--- src/rtl/bomb_sprite_drawer_if.sv ---
// Signal bundle between the bomb sprite drawer and its surroundings:
// the bomb table query, the sprite ROM and the VGA plot port.
interface bomb_sprite_drawer_if #(
  parameter int COLOUR_W = 9
);
  logic                start;
  logic [2:0]          bomb_id;
  logic [17:0]         bomb_info;
  logic [7:0]          sprite_addr;
  logic [COLOUR_W-1:0] sprite_pixel;
  logic [8:0]          x;
  logic [7:0]          y;
  logic [COLOUR_W-1:0] colour;
  logic                plot;
  logic                busy;
  logic                done;

  modport master (
    input  start, bomb_info, sprite_pixel,
    output bomb_id, sprite_addr, x, y, colour, plot, busy, done
  );

  modport slave (
    output start, bomb_info, sprite_pixel,
    input  bomb_id, sprite_addr, x, y, colour, plot, busy, done
  );
endinterface

--- src/rtl/bomb_sprite_drawer.sv ---
// Bomb sprite drawer: scans every bomb slot and streams a 16x16 sprite
// from the sprite ROM to the VGA plot port for each enabled bomb.
//
// state   | meaning
// --------+---------------------------------------------------------
// IDLE    | waiting for start
// LOAD    | query slot id_q; latch position if enabled, else skip
// DRAW    | issue ROM addresses 0..255 for the current bomb
// FLUSH   | emit the final pixel still in the ROM pipeline
// DONE    | one-cycle completion pulse
module bomb_sprite_drawer #(
  parameter int                    NUM_BOMBS   = 6,
  parameter int                    COLOUR_W    = 9,
  parameter logic [COLOUR_W-1:0]   TRANSPARENT = 9'h1FF
) (
  input  logic                   clk,
  input  logic                   resetn,
  bomb_sprite_drawer_if.master   bus
);

  localparam logic [2:0] LAST_ID = 3'(NUM_BOMBS - 1);

  typedef enum logic [2:0] {
    S_IDLE,
    S_LOAD,
    S_DRAW,
    S_FLUSH,
    S_DONE
  } state_t;

  state_t     state_q, state_d;
  logic [2:0] id_q, id_d;
  logic [8:0] bx_q, bx_d;
  logic [7:0] by_q, by_d;
  logic [7:0] cnt_q, cnt_d;
  // Address of the pixel the ROM is returning this cycle, and whether it is live.
  logic [7:0] pix_cnt_q, pix_cnt_d;
  logic       pix_vld_q, pix_vld_d;

  // State and datapath registers; async reset clears everything, so plot drops at once.
  always_ff @(posedge clk or negedge resetn) begin
    if (!resetn) begin
      state_q   <= S_IDLE;
      id_q      <= '0;
      bx_q      <= '0;
      by_q      <= '0;
      cnt_q     <= '0;
      pix_cnt_q <= '0;
      pix_vld_q <= 1'b0;
    end else begin
      state_q   <= state_d;
      id_q      <= id_d;
      bx_q      <= bx_d;
      by_q      <= by_d;
      cnt_q     <= cnt_d;
      pix_cnt_q <= pix_cnt_d;
      pix_vld_q <= pix_vld_d;
    end
  end

  // Next-state logic: slot scan, sprite address sweep and ROM-latency tracking.
  always_comb begin
    state_d   = state_q;
    id_d      = id_q;
    bx_d      = bx_q;
    by_d      = by_q;
    cnt_d     = cnt_q;
    pix_cnt_d = pix_cnt_q;
    pix_vld_d = 1'b0;
    case (state_q)
      S_IDLE: begin
        if (bus.start) begin
          id_d    = '0;
          state_d = S_LOAD;
        end
      end
      S_LOAD: begin
        if (bus.bomb_info[0]) begin
          bx_d    = bus.bomb_info[9:1];
          by_d    = bus.bomb_info[17:10];
          cnt_d   = '0;
          state_d = S_DRAW;
        end else if (id_q == LAST_ID) begin
          state_d = S_DONE;
        end else begin
          id_d = id_q + 3'd1;
        end
      end
      S_DRAW: begin
        pix_cnt_d = cnt_q;
        pix_vld_d = 1'b1;
        cnt_d     = cnt_q + 8'd1;
        if (cnt_q == 8'hFF) state_d = S_FLUSH;
      end
      S_FLUSH: begin
        if (id_q == LAST_ID) begin
          state_d = S_DONE;
        end else begin
          id_d    = id_q + 3'd1;
          state_d = S_LOAD;
        end
      end
      S_DONE:  state_d = S_IDLE;
      default: state_d = S_IDLE;
    endcase
  end

  // Plot outputs line up with the ROM data, one cycle behind the address.
  always_comb begin
    bus.bomb_id     = id_q;
    bus.sprite_addr = cnt_q;
    bus.x           = bx_q + {5'd0, pix_cnt_q[3:0]};
    bus.y           = by_q + {4'd0, pix_cnt_q[7:4]};
    bus.colour      = pix_vld_q ? bus.sprite_pixel : '0;
    bus.plot        = pix_vld_q && (bus.sprite_pixel != TRANSPARENT);
    bus.busy        = (state_q != S_IDLE);
    bus.done        = (state_q == S_DONE);
  end

endmodule
--- src/flat_wrapper.sv ---
// flat-port wrapper written by rule: the top's interface ports become plain ports
module bomb_sprite_drawer_flat 
#(
  parameter int                    NUM_BOMBS   = 6,
  parameter int                    COLOUR_W    = 9,
  parameter logic [COLOUR_W-1:0]   TRANSPARENT = 9'h1FF
)
  (clk, resetn, bus_start, bus_bomb_info, bus_sprite_pixel, bus_bomb_id, bus_sprite_addr, bus_x, bus_y, bus_colour, bus_plot, bus_busy, bus_done);
  bomb_sprite_drawer_if #(.COLOUR_W(COLOUR_W)) bus_i ();
  input  logic clk;
  input  logic resetn;
  input wire logic [$bits(bus_i.start)-1:0] bus_start;
  input wire logic [$bits(bus_i.bomb_info)-1:0] bus_bomb_info;
  input wire logic [$bits(bus_i.sprite_pixel)-1:0] bus_sprite_pixel;
  output wire logic [$bits(bus_i.bomb_id)-1:0] bus_bomb_id;
  output wire logic [$bits(bus_i.sprite_addr)-1:0] bus_sprite_addr;
  output wire logic [$bits(bus_i.x)-1:0] bus_x;
  output wire logic [$bits(bus_i.y)-1:0] bus_y;
  output wire logic [$bits(bus_i.colour)-1:0] bus_colour;
  output wire logic [$bits(bus_i.plot)-1:0] bus_plot;
  output wire logic [$bits(bus_i.busy)-1:0] bus_busy;
  output wire logic [$bits(bus_i.done)-1:0] bus_done;
  assign bus_i.start = bus_start;
  assign bus_i.bomb_info = bus_bomb_info;
  assign bus_i.sprite_pixel = bus_sprite_pixel;
  assign bus_bomb_id = bus_i.bomb_id;
  assign bus_sprite_addr = bus_i.sprite_addr;
  assign bus_x = bus_i.x;
  assign bus_y = bus_i.y;
  assign bus_colour = bus_i.colour;
  assign bus_plot = bus_i.plot;
  assign bus_busy = bus_i.busy;
  assign bus_done = bus_i.done;
  bomb_sprite_drawer #(.NUM_BOMBS(NUM_BOMBS), .COLOUR_W(COLOUR_W), .TRANSPARENT(TRANSPARENT)) u_core (.clk(clk), .resetn(resetn), .bus(bus_i));
endmodule
--- config.mk ---
export PLATFORM = sky130hd
export DESIGN_NAME = bomb_sprite_drawer_flat
export DESIGN_NICKNAME = d
export VERILOG_FILES = /design/src/rtl/bomb_sprite_drawer_if.sv /design/src/rtl/bomb_sprite_drawer.sv /design/src/flat_wrapper.sv
export SDC_FILE = /design/constraint.sdc
export NUM_CORES = 1
export LEC_CHECK = 0
export ABC_AREA = 1
export BUFFER_PORTS_ARGS = -buffer_cell sky130_fd_sc_hd__buf_2
export CAP_MARGIN = 15
export CELL_PAD_IN_SITES_DETAIL_PLACEMENT = 2
export CELL_PAD_IN_SITES_GLOBAL_PLACEMENT = 2
export CORE_UTILIZATION = 28
export DETAILED_ROUTE_END_ITERATION = 8
export PLACE_DENSITY = 0.81
export SYNTH_ARGS = -nofsm -noshare
export SYNTH_HDL_FRONTEND = slang
export SYNTH_SLANG_ARGS = --single-unit
--- constraint.sdc ---
create_clock -name clk -period 1.8 [get_ports clk]
set_input_delay 0.18 -clock clk [delete_from_list [all_inputs] [get_ports clk]]
set_output_delay 0.18 -clock clk [all_outputs]
set_load 0.005 [all_outputs]
# Word level (Yosys, flattened, before mapping)
# Cells that the tools add are included.
# word_totals
elab_cells	46
reg_bits	40
output_inout_bits	40
input_bits	30
# op_classes
reduce_logical	9
eq_ne	12
addsub	4
mux	14
# op_table
operator	count
3-bit two-way mux	8
8-bit case mux with 2 select lines	1
3-bit case mux with 4 select lines	1
9-bit by 4-bit adder with 9-bit output	1
9-bit two-way mux	1
9-bit != test (second input constant)	1
3-bit case mux with 3 select lines	1
8-bit by 1-bit adder with 8-bit output (second input constant)	1
8-bit by 4-bit adder with 8-bit output	1
8-bit equality test (second input constant)	1
8-bit two-way mux	1
3-bit by 2-bit equality test with 1-bit output (second input constant)	2
3-bit equality test (second input constant)	2
2-bit != test (second input constant)	3
3-bit AND reduction	2
3-bit nonzero test	2
2-bit AND reduction	2
3-bit by 1-bit adder with 3-bit output (second input constant)	1
3-bit by 1-bit equality test with 1-bit output (second input constant)	1
3-bit logical NOT	1
3-bit by 2-bit != test with 1-bit output (second input constant)	1
2-bit by 1-bit != test with 1-bit output (second input constant)	1
2-bit nonzero test	1
1-bit logical AND	1
1-bit two-way mux	1

# Depth between registers and ports, before layout
# Gate-level depths: netlist of run 1.
# logic_depth
ltp_word	4
depth_mapped	8
depth_no_buf	8

# Least setup slack after synthesis of run 1
# No wires, ideal clock.
# synth_timing
path_kind	flip-flop to output port
startpoint	reg u_core.pix_cnt_q[4]
endpoint	out bus_y[4]
path_stages_with_launch	6
required_ns	1.620
setup_slack_ns	0.215
path_buffers	0
arrival_time_ns	1.405
path_cell_list	dfrtp_1 > ha_1 > inv_1 > fa_1 > o21ai_0 > xor2_1
# synth_between
elab_chain_len	1
# synth_rtl
item	line_no	text
start: declaration	bomb_sprite_drawer.sv:37	logic [7:0] pix_cnt_q, pix_cnt_d;
start signal: assignment	bomb_sprite_drawer.sv:56	pix_cnt_q <= pix_cnt_d;
8-bit by 4-bit adder with 8-bit output	bomb_sprite_drawer.sv:113	bus.y = by_q + {4'd0, pix_cnt_q[7:4]};
end: declaration	flat_wrapper.sv:18	output wire logic [$bits(bus_i.y)-1:0] bus_y;
# No other way between the ends.

# Worst setup path after layout of run 1
# layout_timing
startpoint	reg u_core.by_q[0]
endpoint	out bus_y[4]
# layout_between
elab_chain_len	1
# layout_rtl
item	line_no	text
start: declaration	bomb_sprite_drawer.sv:34	logic [7:0] by_q, by_d;
start signal: assignment	bomb_sprite_drawer.sv:54	by_q <= by_d;
8-bit by 4-bit adder with 8-bit output	bomb_sprite_drawer.sv:113	
# No other way between the ends.

==> results of run 1 <==
report_power, final:
part | internal [uW] | switching, uW | leakage [uW] | total, uW
clock network | 312 | 342 | 0.0000445 | 654
logic | 1060 | 1290 | 0.00124 | 2350
registers | 1200 | 384 | 0.000521 | 1580
total | 2570 | 2010 | 0.00180 | 4590
area by class of cell:
cell class	count	area, sq um	area share [%]
clock buffer	7	86.3	2.67
clock inverter	1	7.51	0.233
inverter	41	154	4.77
multi-input combinational	230	1320	40.8
sequential	40	1000	31.0
tap	105	131	4.07
timing repair buffer	91	529	16.4
worst register-to-register path, cell delays in order, from the launching register on:
cell	delay (ns)
dfrtp_1	0.46
ha_1	0.23
nand2_1	0.10
nor2_1	0.19
nand2_1	0.08
nand2_1	0.09
nand3_1	0.08
nor2_1	0.10
sequential cells by signal (all words and copies together), names as in the netlist:
signal / cells
u_core.pix_cnt_q: 8
u_core.pix_vld_q: 1
u_core.bx_q: 9
u_core.by_q: 8
u_core.state_q: 3
u_core.bus.sprite_addr: 8
u_core.bus.bomb_id: 3
metal layers:
metal	up-vias	wire length, um	GRT usage [%]
met5	-	0	0
met4	0	87	3.08
met1	1171	3690	23.5
met2	49	4050	33.3
met3	11	249	2.99
li1	1182	-	-
cells in the final DEF, fill, tap and decap left out, types with 2 or more instances in the layout:
cell type	Yosys	final
nand3b_1	4	4
xnor2_2	0	2
nor2_1	15	14
a21oi_1	4	3
fa_2	0	2
o21ai_1	10	10
clkbuf_8	0	6
nand2_2	1	6
inv_1	36	35
o21ai_0	9	8
nand2_4	0	4
inv_2	5	6
buf_4	1	19
buf_2	2	69
ha_2	0	2
ha_1	11	5
xor2_1	3	3
nand3_1	16	12
or2_4	0	2
nand4_1	10	10
nor3_1	2	2
nand2_1	129	120
xnor2_1	4	2
ha_4	0	4
nand3_2	0	4
nor2_2	1	2
dfrtp_1	40	39
worst paths after layout:
path / start / end / slack (ns) / cells past startpoint
min in group asynchronous: resetn / u_core.by_q[5] / 0.48 / 3
min reg2reg: u_core.bx_q[0] / u_core.bx_q[0] / 0.51 / 2
max reg2reg: u_core.bus.sprite_addr[0] / u_core.state_q[2] / 0.40 / 7
max: u_core.by_q[0] / bus_y[4] / -0.20 / 7
min: bus_bomb_info[3] / u_core.bx_q[2] / 0.08 / 3
max in group asynchronous: resetn / u_core.pix_cnt_q[1] / 0.89 / 3
cells by family after synthesis:
group / share of synthesized area [%]
simple gates: 33.3
buf+inv: 7.93
flops: 42.6
compound gates: 6.06
fa+ha+maj: 7.55
xor+xnor: 2.61
stage by stage:
step,instance area [sq um],TNS (ns),hold WS (ns),total power (uW)
floorplan,2350,0,-0.116,2680
global placement,2850,0,0.288,3420
detailed placement,2850,-0.0536,0.298,3530
CTS,3100,-0.871,0.0789,4410
global route,3230,-2.19,0.0923,5010
finish,3230,-1.04,0.0769,4590
timing repair:
item                       in CTS  in global routing
resized for setup              20                 16
hold buffers                    1                  0
hold endpoints to repair       40                  0
setup endpoints to repair      12                 14
buffers inserted                7                  9
cloned                          0                  0
pin swaps                       6                  9
==> reports/qor.txt, run 1 <==
worst path bufs/invs -> 3
Final Skew -> 0.00825 ns
RSZ-0062 raised after global routing -> yes
Post-Place Cells -> 490
Die ar. -> 8770 sq um
Syn Area/Cell -> 7.44 sq um
CTS root buf -> clkbuf_8
vias in the first global route -> 2609
synth warn -> 0
max-cap viol count -> 0
setup ws final -> -0.201 ns
per-cell routed wire length -> 15.7 um
min-delay worst type -> in2reg
CTS tree -> built
core area -> 8180 sq um
fill count -> 987
DRT antenna net count -> 0
routed vias/inst -> 4.69
Final setup viols -> 10
layout cells sized above 1 -> 33.2%
area grow syn2layout -> 37.2%
clk_lat worst skew -> 0.30 ns
type of the worst setup path -> reg2out
post-synthesis sequential area ratio -> 42.6%
maximum VDD drop -> 0.000509 V
crit-path max FO -> 3
status -> complete, but fails checks
DRT Pass-1 Iters -> 4
Die H -> 93.7 um
initial core utilization -> 28.8%
library cells used by synthesis -> 30
overall routing resource usage -> 18.5%
pre-CTS setup slack -> -0.0536 ns
failing checks -> negative setup slack
GP Congestion -> 0.813
Slew HR -> 63.0%
P per Cell Area -> 1420 nW/um^2
Leak Pwr -> 0.00180 uW
TritonCTS Buffers -> 5
n_diodes -> 0
Final period util -> 111%
CTS H-tree depth -> 2
crit-path max cell delay -> 0.37 ns
EDFF count, synth -> 0
CP max-delay cell -> dfrtp_1
cells after synthesis -> 316
Commonest cells post-synth -> 129 x nand2_1, 40 x dfrtp_1, 36 x inv_1, 16 x nand3_1, 15 x nor2_1
initial antenna violation count -> 0
Detailed Place HPWL -> 5500 um
DIE WIDTH -> 93.7 um
routed wire length -> 8080 um
largest cells by area after synthesis -> dfrtp_1 43%, nand2_1 21%, ha_1 5.9%, inv_1 5.7%, nand3_1 3.4%
CP endpoint kind -> primary output
port bufs -> 69
largest delay contributor family on the critical path -> adder cells
clk buf depth -> 2
final hold violation count -> 0
FMAX -> 500 MHz
first-pass GRT wire length -> 12700 um
Mapped Area -> 2350 sq um
most frequent cell after synthesis -> nand2_1
syn nets -> 359
Startpoint Class -> register
first-iteration detailed-routing DRC count -> 81
total congestion overflow -> 0
Main synth FF type -> dfrtp_1
final design utilization -> 39.5%
Critical Path AT -> 1.82 ns
pin count of the biggest net entering global routing -> 41
row cnt -> 33
number of synthesized register bits -> 40
post-layout min period -> 2.00 ns
I/O pin cnt -> 70
via count -> 2413
Cell Chain, Critical Path -> ha_2, inv_2, fa_2, o21ai_2, buf_4, xor2_1, buf_2
drc violations -> 0
Clock transition at path regs -> 0.08 ns
area fraction of the dominant cell type after synthesis -> 42.6%
Yosys top cell by area -> dfrtp_1
Slew @ Worst Pin -> 0.555 ns
Worst EP required -> 1.62 ns
Post-synth ARST share -> 100%
CTS sink cnt -> 40
Slew Limit Fails -> 0
fin cells -> 515
fin nets -> 452
Note: power is estimated with default switching activity, not from simulation.
==> run 2, diff against run 1 <==
CAP_MARGIN = unset   (was 15)
CORE_UTILIZATION = 25   (was 28)
PLACE_DENSITY = 0.77   (was 0.81)
clock period = 1.81 ns   (was 1.8 ns; I/O delays follow)
==> reports/qor.txt, run 2 (synthesis results as in run 1) <==
CTS root buf -> clkbuf_8
Leak Pwr -> 0.00180 uW (about the same)
maximum VDD drop -> 0.000394 V (-23%)
status -> complete, but fails checks
post-layout min period -> 1.98 ns
FMAX -> 505 MHz
type of the worst setup path -> reg2out
GP Congestion -> 0.732 (-10%)
P per Cell Area -> 1420 nW/um^2 (-0.17%)
Die ar. -> 9800 sq um (+12%)
area grow syn2layout -> 38.9%
initial core utilization -> 25.6% (-3.2 points)
fin cells -> 520 (+0.97%)
hold_ws -> 0.0743 ns (-0.00261 ns)
final instance area -> 3270 sq um (+1.2%)
CTS H-tree depth -> 2 (unchanged)
pin count of the biggest net entering global routing -> 23 (-44%)
Slew @ Worst Pin -> 0.530 ns (-0.0248 ns)
min-delay worst type -> in2reg
I/O pin cnt -> 70 (unchanged)
setup ws final -> -0.171 ns (+0.0300 ns)
max-cap viol count -> 0 (unchanged)
Die H -> 99 um (+5.7%)
Final Skew -> 0.0159 ns (+0.00767 ns)
routed vias/inst -> 4.65 (-0.84%)
per-cell routed wire length -> 15.3 um (-2.7%)
row cnt -> 35 (+6.1%)
DRT antenna net count -> 0 (unchanged)
RSZ-0062 raised after global routing -> yes
first-iteration detailed-routing DRC count -> 65 (-20%)
port bufs -> 69 (unchanged)
Largest register FFs -> 9 (unchanged)
Post-Place Cells -> 497 (+1.4%)
Final period util -> 109%
drc violations -> 0 (unchanged)
total congestion overflow -> 0 (unchanged)
most frequent cells in the layout -> 119 x nand2_1, 69 x buf_2, 39 x dfrtp_1
clk buf depth -> 2 (unchanged)
n_diodes -> 0 (unchanged)
Critical Path AT -> 1.80 ns (-0.02 ns)
Slew HR -> 64.7% (+1.7 points)
Final setup viols -> 8 (-2)
CTS tree -> built
layout cells sized above 1 -> 34.2% (+1.1 points)
first-pass GRT wire length -> 13000 um (+2.7%)
Biggest register -> u_core.bx_q
final hold violation count -> 0 (unchanged)
CP endpoint kind -> primary output
TritonCTS Buffers -> 5 (unchanged)
most common cell after layout, fill and taps aside -> nand2_1
clk_lat worst skew -> 0.30 ns (about the same)
overall routing resource usage -> 17.3% (-1.2 points)
Detailed Place HPWL -> 5810 um (+5.5%)
final design utilization -> 35.5% (-3.9 points)
fin nets -> 451 (-0.22%)
crit-path max FO -> 3 (unchanged)
core area -> 9200 sq um (+12%)
failing checks -> negative setup slack
Post-Place Cell Area -> 2860 sq um (+0.53%)
Worst EP required -> 1.63 ns (about the same)
CTS sink cnt -> 40 (unchanged)
vias in the first global route -> 2610 (+0.038%)
routed wire length -> 7930 um (-1.8%)
DRT Pass-1 Iters -> 4 (unchanged)
initial antenna violation count -> 0 (unchanged)
via count -> 2416 (+0.12%)
DIE WIDTH -> 99 um (+5.7%)
Clock transition at path regs -> 0.09 ns (about the same)
Slew Limit Fails -> 0 (unchanged)
Startpoint Class -> register
## run 2: timing repair
action / in CTS / in global routing
pin swaps: 10 / 14
buffers inserted: 9 / 6
endpoints found under the hold margin: 18 / 0
gates resized for setup: 28 / 16
hold buffers: 1 / 0
endpoints found under the setup margin: 12 / 14
## run 2: path summary, 6_finish.rpt
kind | start | end | slack (ns) | cells after the start
max in group asynchronous | resetn | u_core.pix_cnt_q[1] | 0.91 | 3
min reg2reg | u_core.bus.sprite_addr[7] | u_core.bus.sprite_addr[7] | 0.54 | 2
min in group asynchronous | resetn | u_core.by_q[5] | 0.38 | 2
max | u_core.pix_cnt_q[4] | bus_y[4] | -0.17 | 7
min | bus_bomb_info[14] | u_core.by_q[4] | 0.07 | 3
max reg2reg | u_core.state_q[0] | u_core.bx_q[0] | 0.40 | 7
## run 2: metal layers
metal  GRT usage, %  up-vias  share of wire, %
met2           32.1       44                54
met4           5.51        0               1.2
met3           3.26        6               3.5
met5              0        -                 0
met1           19.8     1189                42
li1               -     1177                 -
## run 2: per-stage QoR
| stage | TNS [ns] | power, uW | setup slack [ns] |
|---|---|---|---|
| 4_1_cts | -0.772 | 4540 | -0.161 |
| 3_3_place_gp | 0 | 3400 | 0.112 |
| 2_1_floorplan | 0 | 2670 | 0.224 |
| 3_5_place_dp | 0 | 3540 | 0.0383 |
| 6_report | -0.937 | 4640 | -0.171 |
| 5_1_grt | -1.82 | 5030 | -0.248 |
## run 2: power breakdown
part | total, uW | internal, uW | switching, uW
sequential | 1570 | 1190 | 377
clock | 622 | 269 | 353
combinational | 2440 | 1110 | 1330
## run 2: area by class of cell
class                           count  area [sq um]
Inverter                           41           154
Clock inverter                      3          18.8
Sequential cell                    40          1000
Timing Repair Buffer               90           538
Tap cell                          111           139
Multi-Input combinational cell    230          1350
Fill cell                        1086          5930
Clock buffer                        5          68.8
## run 2: worst max-delay path: stages, from the launching register on
cell and delay (ns):
dfrtp_1 0.37, ha_2 0.20, inv_2 0.04, fa_2 0.35, o21ai_2 0.13, buf_6 0.12
xor2_1 0.16, buf_2 0.14
